[config.mk]
export PLATFORM = sky130hd
export DESIGN_NAME = psram_arbiter_flat
export DESIGN_NICKNAME = d
export VERILOG_FILES = /design/src/rtl/psram_arbiter_if.sv /design/src/rtl/psram_arbiter.sv /design/src/flat_wrapper.sv
export SDC_FILE = /design/constraint.sdc
export NUM_CORES = 1
export LEC_CHECK = 0
export BUFFER_PORTS_ARGS = -buffer_cell sky130_fd_sc_hd__buf_2
export CAP_MARGIN = 20
export CORE_MARGIN = 5
export CORE_UTILIZATION = 26
export CTS_BUF_LIST = sky130_fd_sc_hd__clkbuf_8
export DETAILED_ROUTE_END_ITERATION = 16
export SLEW_MARGIN = 0
export SYNTH_ARGS = -nofsm -noshare
export SYNTH_HDL_FRONTEND = slang
export SYNTH_SLANG_ARGS = --single-unit
export TNS_END_PERCENT = 10
[constraint.sdc]
create_clock -name clk -period 2.5 [get_ports clk]
set_input_delay 0.25 -clock clk [delete_from_list [all_inputs] [get_ports clk]]
set_output_delay 0.25 -clock clk [all_outputs]
set_load 0.02 [all_outputs]
[src/rtl/psram_arbiter_if.sv]
// Requester, engine and status signals of the PSRAM arbiter.
// slave: arbiter side. master: the requesters and the burst engine.
interface psram_arbiter_if;
  logic        req0;
  logic [21:0] addr0;
  logic        gnt0;
  logic        done0;
  logic        req1;
  logic [21:0] addr1;
  logic        gnt1;
  logic        done1;
  logic        eng_start;
  logic [21:0] eng_addr;
  logic        eng_owner;
  logic        eng_done;
  logic        err_timeout;
  logic        busy;

  modport slave (
    input  req0, addr0, req1, addr1, eng_done,
    output gnt0, done0, gnt1, done1, eng_start, eng_addr, eng_owner, err_timeout, busy
  );

  modport master (
    output req0, addr0, req1, addr1, eng_done,
    input  gnt0, done0, gnt1, done1, eng_start, eng_addr, eng_owner, err_timeout, busy
  );
endinterface

[src/rtl/psram_arbiter.sv]
// Two-requester PSRAM burst arbiter: req->gnt/eng_start 2 cycles, done 1 cycle after eng_done, GAP_CYCLES idle after each burst.
// Requests are sampled only in IDLE. Round-robin by default; PSRAM_ARB_FIXED_PRIO_EN gives requester 0 fixed priority.
module psram_arbiter #(
  parameter int GAP_CYCLES     = 3,
  parameter int TIMEOUT_CYCLES = 255
) (
  input  logic           clk,
  input  logic           reset,
  psram_arbiter_if.slave bus
);
  typedef enum logic [1:0] {IDLE, ISSUE, WAIT, GAP} state_e;

  localparam int MAX_CNT = (GAP_CYCLES > TIMEOUT_CYCLES) ? GAP_CYCLES : TIMEOUT_CYCLES;
  localparam int CW      = (MAX_CNT < 2) ? 1 : $clog2(MAX_CNT + 1);
  localparam logic [CW-1:0] GAP_LIM = CW'(GAP_CYCLES);
  localparam logic [CW-1:0] TO_LIM  = CW'(TIMEOUT_CYCLES);

  state_e        state_q, state_d;
  logic [CW-1:0] cnt_q, cnt_d, cnt_inc;
  logic [21:0]   eng_addr_q, eng_addr_d;
  logic          eng_owner_q, eng_owner_d;
  logic [1:0]    gnt_q, gnt_d;
  logic [1:0]    done_q, done_d;
  logic          start_q, start_d;
  logic          err_q, err_d;
  logic          winner;

`ifdef PSRAM_ARB_FIXED_PRIO_EN
  assign winner = ~bus.req0;
`else
  logic last_owner_q, last_owner_d;

  // A lone request wins outright; a tie goes to whoever did not win last.
  assign winner = (bus.req0 && bus.req1) ? ~last_owner_q : ~bus.req0;

  always_comb begin
    last_owner_d = last_owner_q;
    if (state_q == IDLE && (bus.req0 || bus.req1)) begin
      last_owner_d = winner;
    end
  end

  always_ff @(posedge clk or posedge reset) begin
    if (reset) begin
      last_owner_q <= 1'b1;
    end else begin
      last_owner_q <= last_owner_d;
    end
  end
`endif

  assign cnt_inc = (cnt_q == '1) ? cnt_q : cnt_q + CW'(1);

  always_comb begin
    state_d     = state_q;
    cnt_d       = cnt_q;
    eng_addr_d  = eng_addr_q;
    eng_owner_d = eng_owner_q;
    gnt_d       = '0;
    done_d      = '0;
    start_d     = 1'b0;
    err_d       = 1'b0;
    case (state_q)
      IDLE: begin
        if (bus.req0 || bus.req1) begin
          state_d     = ISSUE;
          eng_owner_d = winner;
          eng_addr_d  = winner ? bus.addr1 : bus.addr0;
        end
      end
      ISSUE: begin
        state_d            = WAIT;
        start_d            = 1'b1;
        gnt_d[eng_owner_q] = 1'b1;
        cnt_d              = '0;
      end
      WAIT: begin
        // eng_done takes precedence over a timeout landing in the same cycle.
        if (bus.eng_done) begin
          done_d[eng_owner_q] = 1'b1;
          state_d             = GAP;
          cnt_d               = '0;
        end else if (cnt_inc >= TO_LIM) begin
          done_d[eng_owner_q] = 1'b1;
          err_d               = 1'b1;
          state_d             = GAP;
          cnt_d               = '0;
        end else begin
          cnt_d = cnt_inc;
        end
      end
      GAP: begin
        if (cnt_inc >= GAP_LIM) begin
          state_d = IDLE;
          cnt_d   = '0;
        end else begin
          cnt_d = cnt_inc;
        end
      end
      default: state_d = IDLE;
    endcase
  end

  always_ff @(posedge clk or posedge reset) begin
    if (reset) begin
      state_q     <= IDLE;
      cnt_q       <= '0;
      eng_addr_q  <= '0;
      eng_owner_q <= 1'b0;
      gnt_q       <= '0;
      done_q      <= '0;
      start_q     <= 1'b0;
      err_q       <= 1'b0;
    end else begin
      state_q     <= state_d;
      cnt_q       <= cnt_d;
      eng_addr_q  <= eng_addr_d;
      eng_owner_q <= eng_owner_d;
      gnt_q       <= gnt_d;
      done_q      <= done_d;
      start_q     <= start_d;
      err_q       <= err_d;
    end
  end

  assign bus.gnt0        = gnt_q[0];
  assign bus.gnt1        = gnt_q[1];
  assign bus.done0       = done_q[0];
  assign bus.done1       = done_q[1];
  assign bus.eng_start   = start_q;
  assign bus.eng_addr    = eng_addr_q;
  assign bus.eng_owner   = eng_owner_q;
  assign bus.err_timeout = err_q;
  assign bus.busy        = (state_q != IDLE);
endmodule

[src/flat_wrapper.sv]
// flat-port wrapper written by rule: the top's interface ports become plain ports
module psram_arbiter_flat 
#(
  parameter int GAP_CYCLES     = 3,
  parameter int TIMEOUT_CYCLES = 255
)
  (clk, reset, bus_req0, bus_addr0, bus_req1, bus_addr1, bus_eng_done, bus_gnt0, bus_done0, bus_gnt1, bus_done1, bus_eng_start, bus_eng_addr, bus_eng_owner, bus_err_timeout, bus_busy);
  psram_arbiter_if bus_i ();
  input  logic clk;
  input  logic reset;
  input wire logic [$bits(bus_i.req0)-1:0] bus_req0;
  input wire logic [$bits(bus_i.addr0)-1:0] bus_addr0;
  input wire logic [$bits(bus_i.req1)-1:0] bus_req1;
  input wire logic [$bits(bus_i.addr1)-1:0] bus_addr1;
  input wire logic [$bits(bus_i.eng_done)-1:0] bus_eng_done;
  output wire logic [$bits(bus_i.gnt0)-1:0] bus_gnt0;
  output wire logic [$bits(bus_i.done0)-1:0] bus_done0;
  output wire logic [$bits(bus_i.gnt1)-1:0] bus_gnt1;
  output wire logic [$bits(bus_i.done1)-1:0] bus_done1;
  output wire logic [$bits(bus_i.eng_start)-1:0] bus_eng_start;
  output wire logic [$bits(bus_i.eng_addr)-1:0] bus_eng_addr;
  output wire logic [$bits(bus_i.eng_owner)-1:0] bus_eng_owner;
  output wire logic [$bits(bus_i.err_timeout)-1:0] bus_err_timeout;
  output wire logic [$bits(bus_i.busy)-1:0] bus_busy;
  assign bus_i.req0 = bus_req0;
  assign bus_i.addr0 = bus_addr0;
  assign bus_i.req1 = bus_req1;
  assign bus_i.addr1 = bus_addr1;
  assign bus_i.eng_done = bus_eng_done;
  assign bus_gnt0 = bus_i.gnt0;
  assign bus_done0 = bus_i.done0;
  assign bus_gnt1 = bus_i.gnt1;
  assign bus_done1 = bus_i.done1;
  assign bus_eng_start = bus_i.eng_start;
  assign bus_eng_addr = bus_i.eng_addr;
  assign bus_eng_owner = bus_i.eng_owner;
  assign bus_err_timeout = bus_i.err_timeout;
  assign bus_busy = bus_i.busy;
  psram_arbiter #(.GAP_CYCLES(GAP_CYCLES), .TIMEOUT_CYCLES(TIMEOUT_CYCLES)) u_core (.clk(clk), .reset(reset), .bus(bus_i));
endmodule
# [Word-level counts from Yosys, hierarchy flattened]
# Index checks and enable logic that the tools add are counted.
[op_classes] reduce_logical=9 n_eq_ne=7 n_addsub=1 n_mux=22 bitwise_logic=2 order_cmp=4
[ops] op="8-bit 2-to-1 mux" count=4
[ops] op="8-bit case mux with 3 select lines" count=1
[ops] op="22-bit 2-to-1 mux" count=1
[ops] op="2-bit 2-to-1 mux" count=8
[ops] op="8-bit by 1-bit adder with 8-bit output (second input constant)" count=1
[ops] op="8-bit == test (second input constant)" count=1
[ops] op="8-bit by 2-bit greater-or-equal comparator with 1-bit output (second input constant)" count=1
[ops] op="8-bit greater-or-equal comparator (second input constant)" count=1
[ops] op="2-bit case mux with 4 select lines" count=1
[ops] op="1-bit 2-to-1 mux" count=6
[ops] op="2-bit == test (second input constant)" count=2
[ops] op="1-bit logical AND" count=3
[ops] op="3-bit by 2-bit inequality test with 1-bit output (second input constant)" count=1
[ops] op="3-bit AND reduction" count=1
[ops] op="3-bit nonzero test" count=1
[ops] op="2-bit by 1-bit == test with 1-bit output (second input constant)" count=1
[ops] op="2-bit logical NOT" count=1
[ops] op="1-bit by 2-bit < comparator with 1-bit output (second input constant)" count=1
[ops] op="2-bit by 1-bit inequality test with 1-bit output (second input constant)" count=1
[ops] op="2-bit inequality test (second input constant)" count=1
[ops] op="1-bit NOT" count=2
[ops] op="2-bit AND reduction" count=1
[ops] op="2-bit nonzero test" count=1
[ops] op="1-bit demux with 1-bit select" count=1
[ops] op="2 further kinds" count=2
[totals] output_inout_bits=30 reg_bits=40

# [Longest topological paths before layout]
[logic_depth] depth_word=7 depth_mapped=8 mapped_depth_nobuf=7

# [Least setup slack after synthesis]
# Ideal clock, no wire load.
[synth_timing] path_type="reg-to-reg" startpoint="register u_core.cnt_q[0]" endpoint="register u_core.state_q[1]" setup_ns=0.128 setup_slack_ns=0.343 path_stages_with_launch=9 path_buffers=1 t_arrival_ns=2.030 t_required_ns=2.372 cell_sequence="dfrtp_1 ha_1 buf_2 and3b_1 o221ai_1 a31oi_4 a31oi_2 a211oi_2 mux2_1"
[synth_via] elab_chain_cells=5 word_cells_on_any_way=8 cone_classes="1 x add/sub; 2 x order compare; 3 x eq/ne; 1 x mux; 1 x reduce/logical"
[synth_lines] item="start: declaration" line_no="psram_arbiter.sv:19" rtl="logic [CW-1:0] cnt_q, cnt_d, cnt_inc;"
[synth_lines] item="start signal: assignment" line_no="psram_arbiter.sv:116" rtl="cnt_q <= cnt_d;"
[synth_lines] item="8-bit by 1-bit adder with 8-bit output / 8-bit == test (equally long branches)" line_no="psram_arbiter.sv:52" rtl="assign cnt_inc = (cnt_q == '1) ? cnt_q : cnt_q + CW'(1);"
[synth_lines] item="8-bit 2-to-1 mux *" line_no="psram_arbiter.sv:52"
[synth_lines] item="8-bit greater-or-equal comparator / 8-bit by 2-bit greater-or-equal comparator with 1-bit output (equally long branches)" line_no="psram_arbiter.sv:83, psram_arbiter.sv:93"
[synth_lines] item="3-bit by 2-bit inequality test with 1-bit output (no source line) / 2-bit by 1-bit inequality test with 1-bit output (equally long branches)"
[synth_lines] item="3-bit AND reduction (no source line) *"
[synth_lines] item="end signal: assignment" line_no="psram_arbiter.sv:115" rtl="state_q <= state_d;"
[synth_lines] item="end: declaration" line_no="psram_arbiter.sv:18" rtl="state_e state_q, state_d;"
# Every way passes the cells marked *; elsewhere a longest branch is shown, timed or not.
# A chain may end at the register's enable or synchronous reset.

# [Worst setup path in the final report]
[layout_timing] startpoint="register u_core.cnt_q[1]" endpoint="register u_core.state_q[1]"
# Same word-level chain as after synthesis.

==> metrics.txt <==
# TYPE chip_impl_metric gauge
chip_impl_metric{name="fp.dieW",unit="microns"} 100.9
chip_impl_metric{name="final_antenna_diode_count",unit=""} 0
chip_impl_info{name="status",value="complete, no violations"} 1
chip_impl_metric{name="path_max_fanout",unit=""} 9
chip_impl_metric{name="setup_violations",unit=""} 0
chip_impl_metric{name="detail_route.wl_per_cell",unit="microns"} 12.60
chip_impl_metric{name="antenna_found_initial",unit=""} 0
chip_impl_metric{name="syn-mean-instance-area",unit="sq um"} 9.721
chip_impl_metric{name="synth.lib_cells_used.distinct",unit=""} 43
chip_impl_metric{name="final_net_count",unit=""} 351
chip_impl_info{name="hold_wc_path_type",value="input pin to asynchronous set/reset pin"} 1
chip_impl_metric{name="ant_nets",unit=""} 0
chip_impl_metric{name="via_per_inst",unit=""} 4.530
chip_impl_metric{name="total_power",unit="mW"} 2.898
chip_impl_metric{name="floorplan.die.height",unit="microns"} 100.9
chip_impl_info{name="synth.top_cells.by_area",value="dfrtp_1 (45%), mux2i_1 (10%), o21ai_0 (6.8%)"} 1
chip_impl_metric{name="cts-htree-levels",unit=""} 2
chip_impl_metric{name="cts_inserted_buffers",unit=""} 5
chip_impl_info{name="tritoncts",value="done"} 1
chip_impl_metric{name="report.final.slew_viol_count",unit=""} 0
chip_impl_metric{name="vdd.ir_drop.worst",unit="mV"} 0.2324
chip_impl_metric{name="timing.critical_path.required",unit="ps"} 2680
chip_impl_metric{name="synth_cell_area",unit="sq mm"} 0.002148
chip_impl_metric{name="clk-insertion-delay-late",unit="ps"} 290
chip_impl_info{name="cts-root-buf",value="clkbuf_8"} 1
chip_impl_metric{name="postCtsSetupBuffers",unit=""} 0
chip_impl_metric{name="area.growth.synth_to_final",unit="%"} 28.42
chip_impl_metric{name="detail_route.drc_violations",unit=""} 0
chip_impl_info{name="final_common_cell",value="buf_2"} 1
chip_impl_metric{name="floorplan.die_area",unit="sq mm"} 0.01018
chip_impl_metric{name="detail_route.wirelength",unit="mm"} 5.066
chip_impl_metric{name="final_period_minus_worst_setup_slack",unit="ps"} 2274
chip_impl_info{name="top_library_cells_by_usage_in_the_layout_fill_and_taps_aside",value="buf_2 (78), dfrtp_1 (39), nand2_1 (32), o21ai_0 (28), mux2i_1 (22)"} 1
chip_impl_metric{name="max-slew-margin-rel",unit="%"} 49.15
chip_impl_metric{name="core-area",unit="sq mm"} 0.008134
chip_impl_metric{name="synthesis.instances",unit=""} 221
chip_impl_info{name="yosysTopAreaCell",value="dfrtp_1"} 1
chip_impl_metric{name="hold_viol_final",unit=""} 0
chip_impl_metric{name="drive_gt1_share",unit="%"} 35.35
chip_impl_metric{name="clkSinkCount",unit=""} 40
chip_impl_metric{name="synth-seq-cells",unit=""} 40
chip_impl_metric{name="timing_worst_slew_pin_value",unit="ps"} 762.6
chip_impl_info{name="rsz_0062_raised_after_global_routing",value="no"} 1
chip_impl_metric{name="synth_fp_nets",unit=""} 276
chip_impl_metric{name="num_vias",unit=""} 1821
chip_impl_metric{name="cts.path.max_buffers",unit=""} 2
chip_impl_metric{name="power-per-cell-area",unit="mW/mm^2"} 1050
chip_impl_info{name="critPathKind",value="register to register"} 1
chip_impl_metric{name="globalRoute.totalOverflow",unit=""} 0
chip_impl_metric{name="clock_slew_at_reported_path_ffs",unit="ps"} 80
chip_impl_metric{name="min_period_over_period",unit="%"} 90.97
chip_impl_metric{name="drt_first_iter_violations",unit=""} 78
chip_impl_metric{name="dpl.hpwl",unit="mm"} 3.869
chip_impl_metric{name="floorplan.initialDensity",unit="%"} 26.41
chip_impl_metric{name="yosys.area.top_type_share",unit="%"} 45.43
chip_impl_metric{name="seq_area_frac_synth",unit="%"} 46.65
chip_impl_metric{name="io_buffers",unit=""} 78
chip_impl_metric{name="row_count",unit=""} 33
chip_impl_metric{name="leakage_component_of_the_power",unit="nW"} 1.437
chip_impl_metric{name="fmax_achieved",unit="MHz"} 439.7
chip_impl_metric{name="first_pass_iters",unit=""} 4
chip_impl_metric{name="maximum_number_of_pins_on_one_net_before_global_route_repair",unit=""} 41
chip_impl_metric{name="number_of_global_route_vias_before_repair",unit=""} 1659
chip_impl_info{name="end_kind",value="register"} 1
chip_impl_metric{name="cp_data_arrival_time",unit="ps"} 2450
chip_impl_metric{name="grt_pass1_wl",unit="mm"} 8.183
chip_impl_metric{name="globalRouteTotalUtil",unit="%"} 9.993
chip_impl_metric{name="max_cap_viol_count",unit=""} 0
chip_impl_metric{name="clock-skew-final",unit="ps"} 6.128
chip_impl_info{name="critPathLaunchType",value="register"} 1
chip_impl_metric{name="ys_warn_count",unit=""} 0
chip_impl_metric{name="final.setup.tns",unit="ps"} 0
chip_impl_metric{name="top_level_ports",unit=""} 79
chip_impl_metric{name="globalplace.congestion",unit=""} 0.8738
[kinds of logic after synthesis]
group | Yosys count | share of synthesized area (%)
flops | 40 | 46.65
fa+ha+maj | 6 | 3.494
mux | 24 | 11.30
simple gates | 80 | 19.57
compound gates | 49 | 14.50
buf+inv | 22 | 4.484
[through the flow]
step / worst slack (ps) / util [%] / hold WS, ps / std cells / area (sq um)
6_report: 225.7 / 33.92 / 59.97 / 402 / 2759
3_3_place_gp: 300.9 / 32.47 / 405.6 / 394 / 2641
2_1_floorplan: 342.8 / - / 441.6 / 221 / 2148
4_1_cts: 158.7 / 33.89 / 86.14 / 402 / 2756
5_1_grt: 75.27 / 33.92 / 120.9 / 402 / 2759
3_5_place_dp: 214.5 / 32.47 / 406.3 / 394 / 2641
[critical path: stages, from the launching register on]
cell	delay [ps]
dfrtp_1	460
ha_2	320
and4_4	270
nand4_2	130
a31oi_4	190
a31oi_2	150
a211oi_2	290
mux2_1	350
[synth_stat cells, drive strengths merged]
| master | number |
|---|---|
| inv | 8 |
| mux2 | 2 |
| nor3 | 7 |
| nand2b | 1 |
| nor2b | 7 |
| clkbuf | 6 |
| and3 | 5 |
| and3b | 1 |
| dfrtp | 39 |
| ha | 6 |
| and2 | 2 |
| a31oi | 4 |
| nand3b | 1 |
| nor2 | 10 |
| and4 | 1 |
| nand2 | 33 |
| dfstp | 1 |
| buf | 8 |
| o221ai | 1 |
| nand4 | 3 |
| a21oi | 6 |
| mux2i | 22 |
| nand3 | 3 |
| o32a | 1 |
| nor4 | 4 |
| o22a | 4 |
| and2b | 1 |
| a31o | 1 |
| o22ai | 1 |
| nor3b | 1 |
| o21ai | 30 |
| a211oi | 1 |
[state kept, by name, summed over array words and instances (netlist names)]
name / flops
u_core.cnt_q: 8
u_core.state_q: 2
u_core.bus.err_timeout: 1
u_core.bus.eng_owner: 1
u_core.gnt_q: 2
u_core.bus.eng_start: 1
u_core.last_owner_q: 1
u_core.done_q: 2
u_core.bus.eng_addr: 22
[area by class of cell]
cell class                      instances  area (sq um)
Clock buffer                            5         68.82
Clock inverter                          3         46.29
Inverter                                8         30.03
Fill cell                             849          5375
Sequential cell                        40          1002
Timing Repair Buffer                   82         420.4
Tap cell                              105         131.4
Multi-Input combinational cell        159          1060
[layer usage]
layer | vias to the layer above | routed length [microns] | track usage, %
li1 | 922 | - | -
met2 | 82 | 2133 | 15.70
met1 | 808 | 2221 | 13.21
met5 | - | 0 | 0
met4 | 0 | 90 | 3.885
met3 | 9 | 621 | 2.491
[report_power, final]
part | total (mW) | switching (mW) | internal (mW) | leakage (nW)
Sequential | 1.04 | 0.135 | 0.901 | 0.508
Combinational | 1.32 | 0.835 | 0.489 | 0.874
Clock | 0.538 | 0.237 | 0.301 | 0.0548
Total | 2.90 | 1.21 | 1.69 | 1.44
[final timing paths]
kind,cells after the start,to,startpoint,slack (ps)
min,3,u_core.bus.eng_addr[11],reset,60
max reg2reg,7,u_core.state_q[1],u_core.cnt_q[1],230
min in group clk,3,u_core.bus.eng_addr[21],bus_addr0[21],250
min reg2reg,2,u_core.last_owner_q,u_core.last_owner_q,470
max in group asynchronous,3,u_core.last_owner_q,reset,2070
max,7,u_core.state_q[1],u_core.cnt_q[1],230
[timing repair]
action	4_1_cts	5_1_grt
endpoints found under the setup margin	0	1
endpoints found under the hold margin	0	0
hold buffers	0	0
gates resized for setup	0	1
No activity file was read; power rests on OpenSTA's default activity.
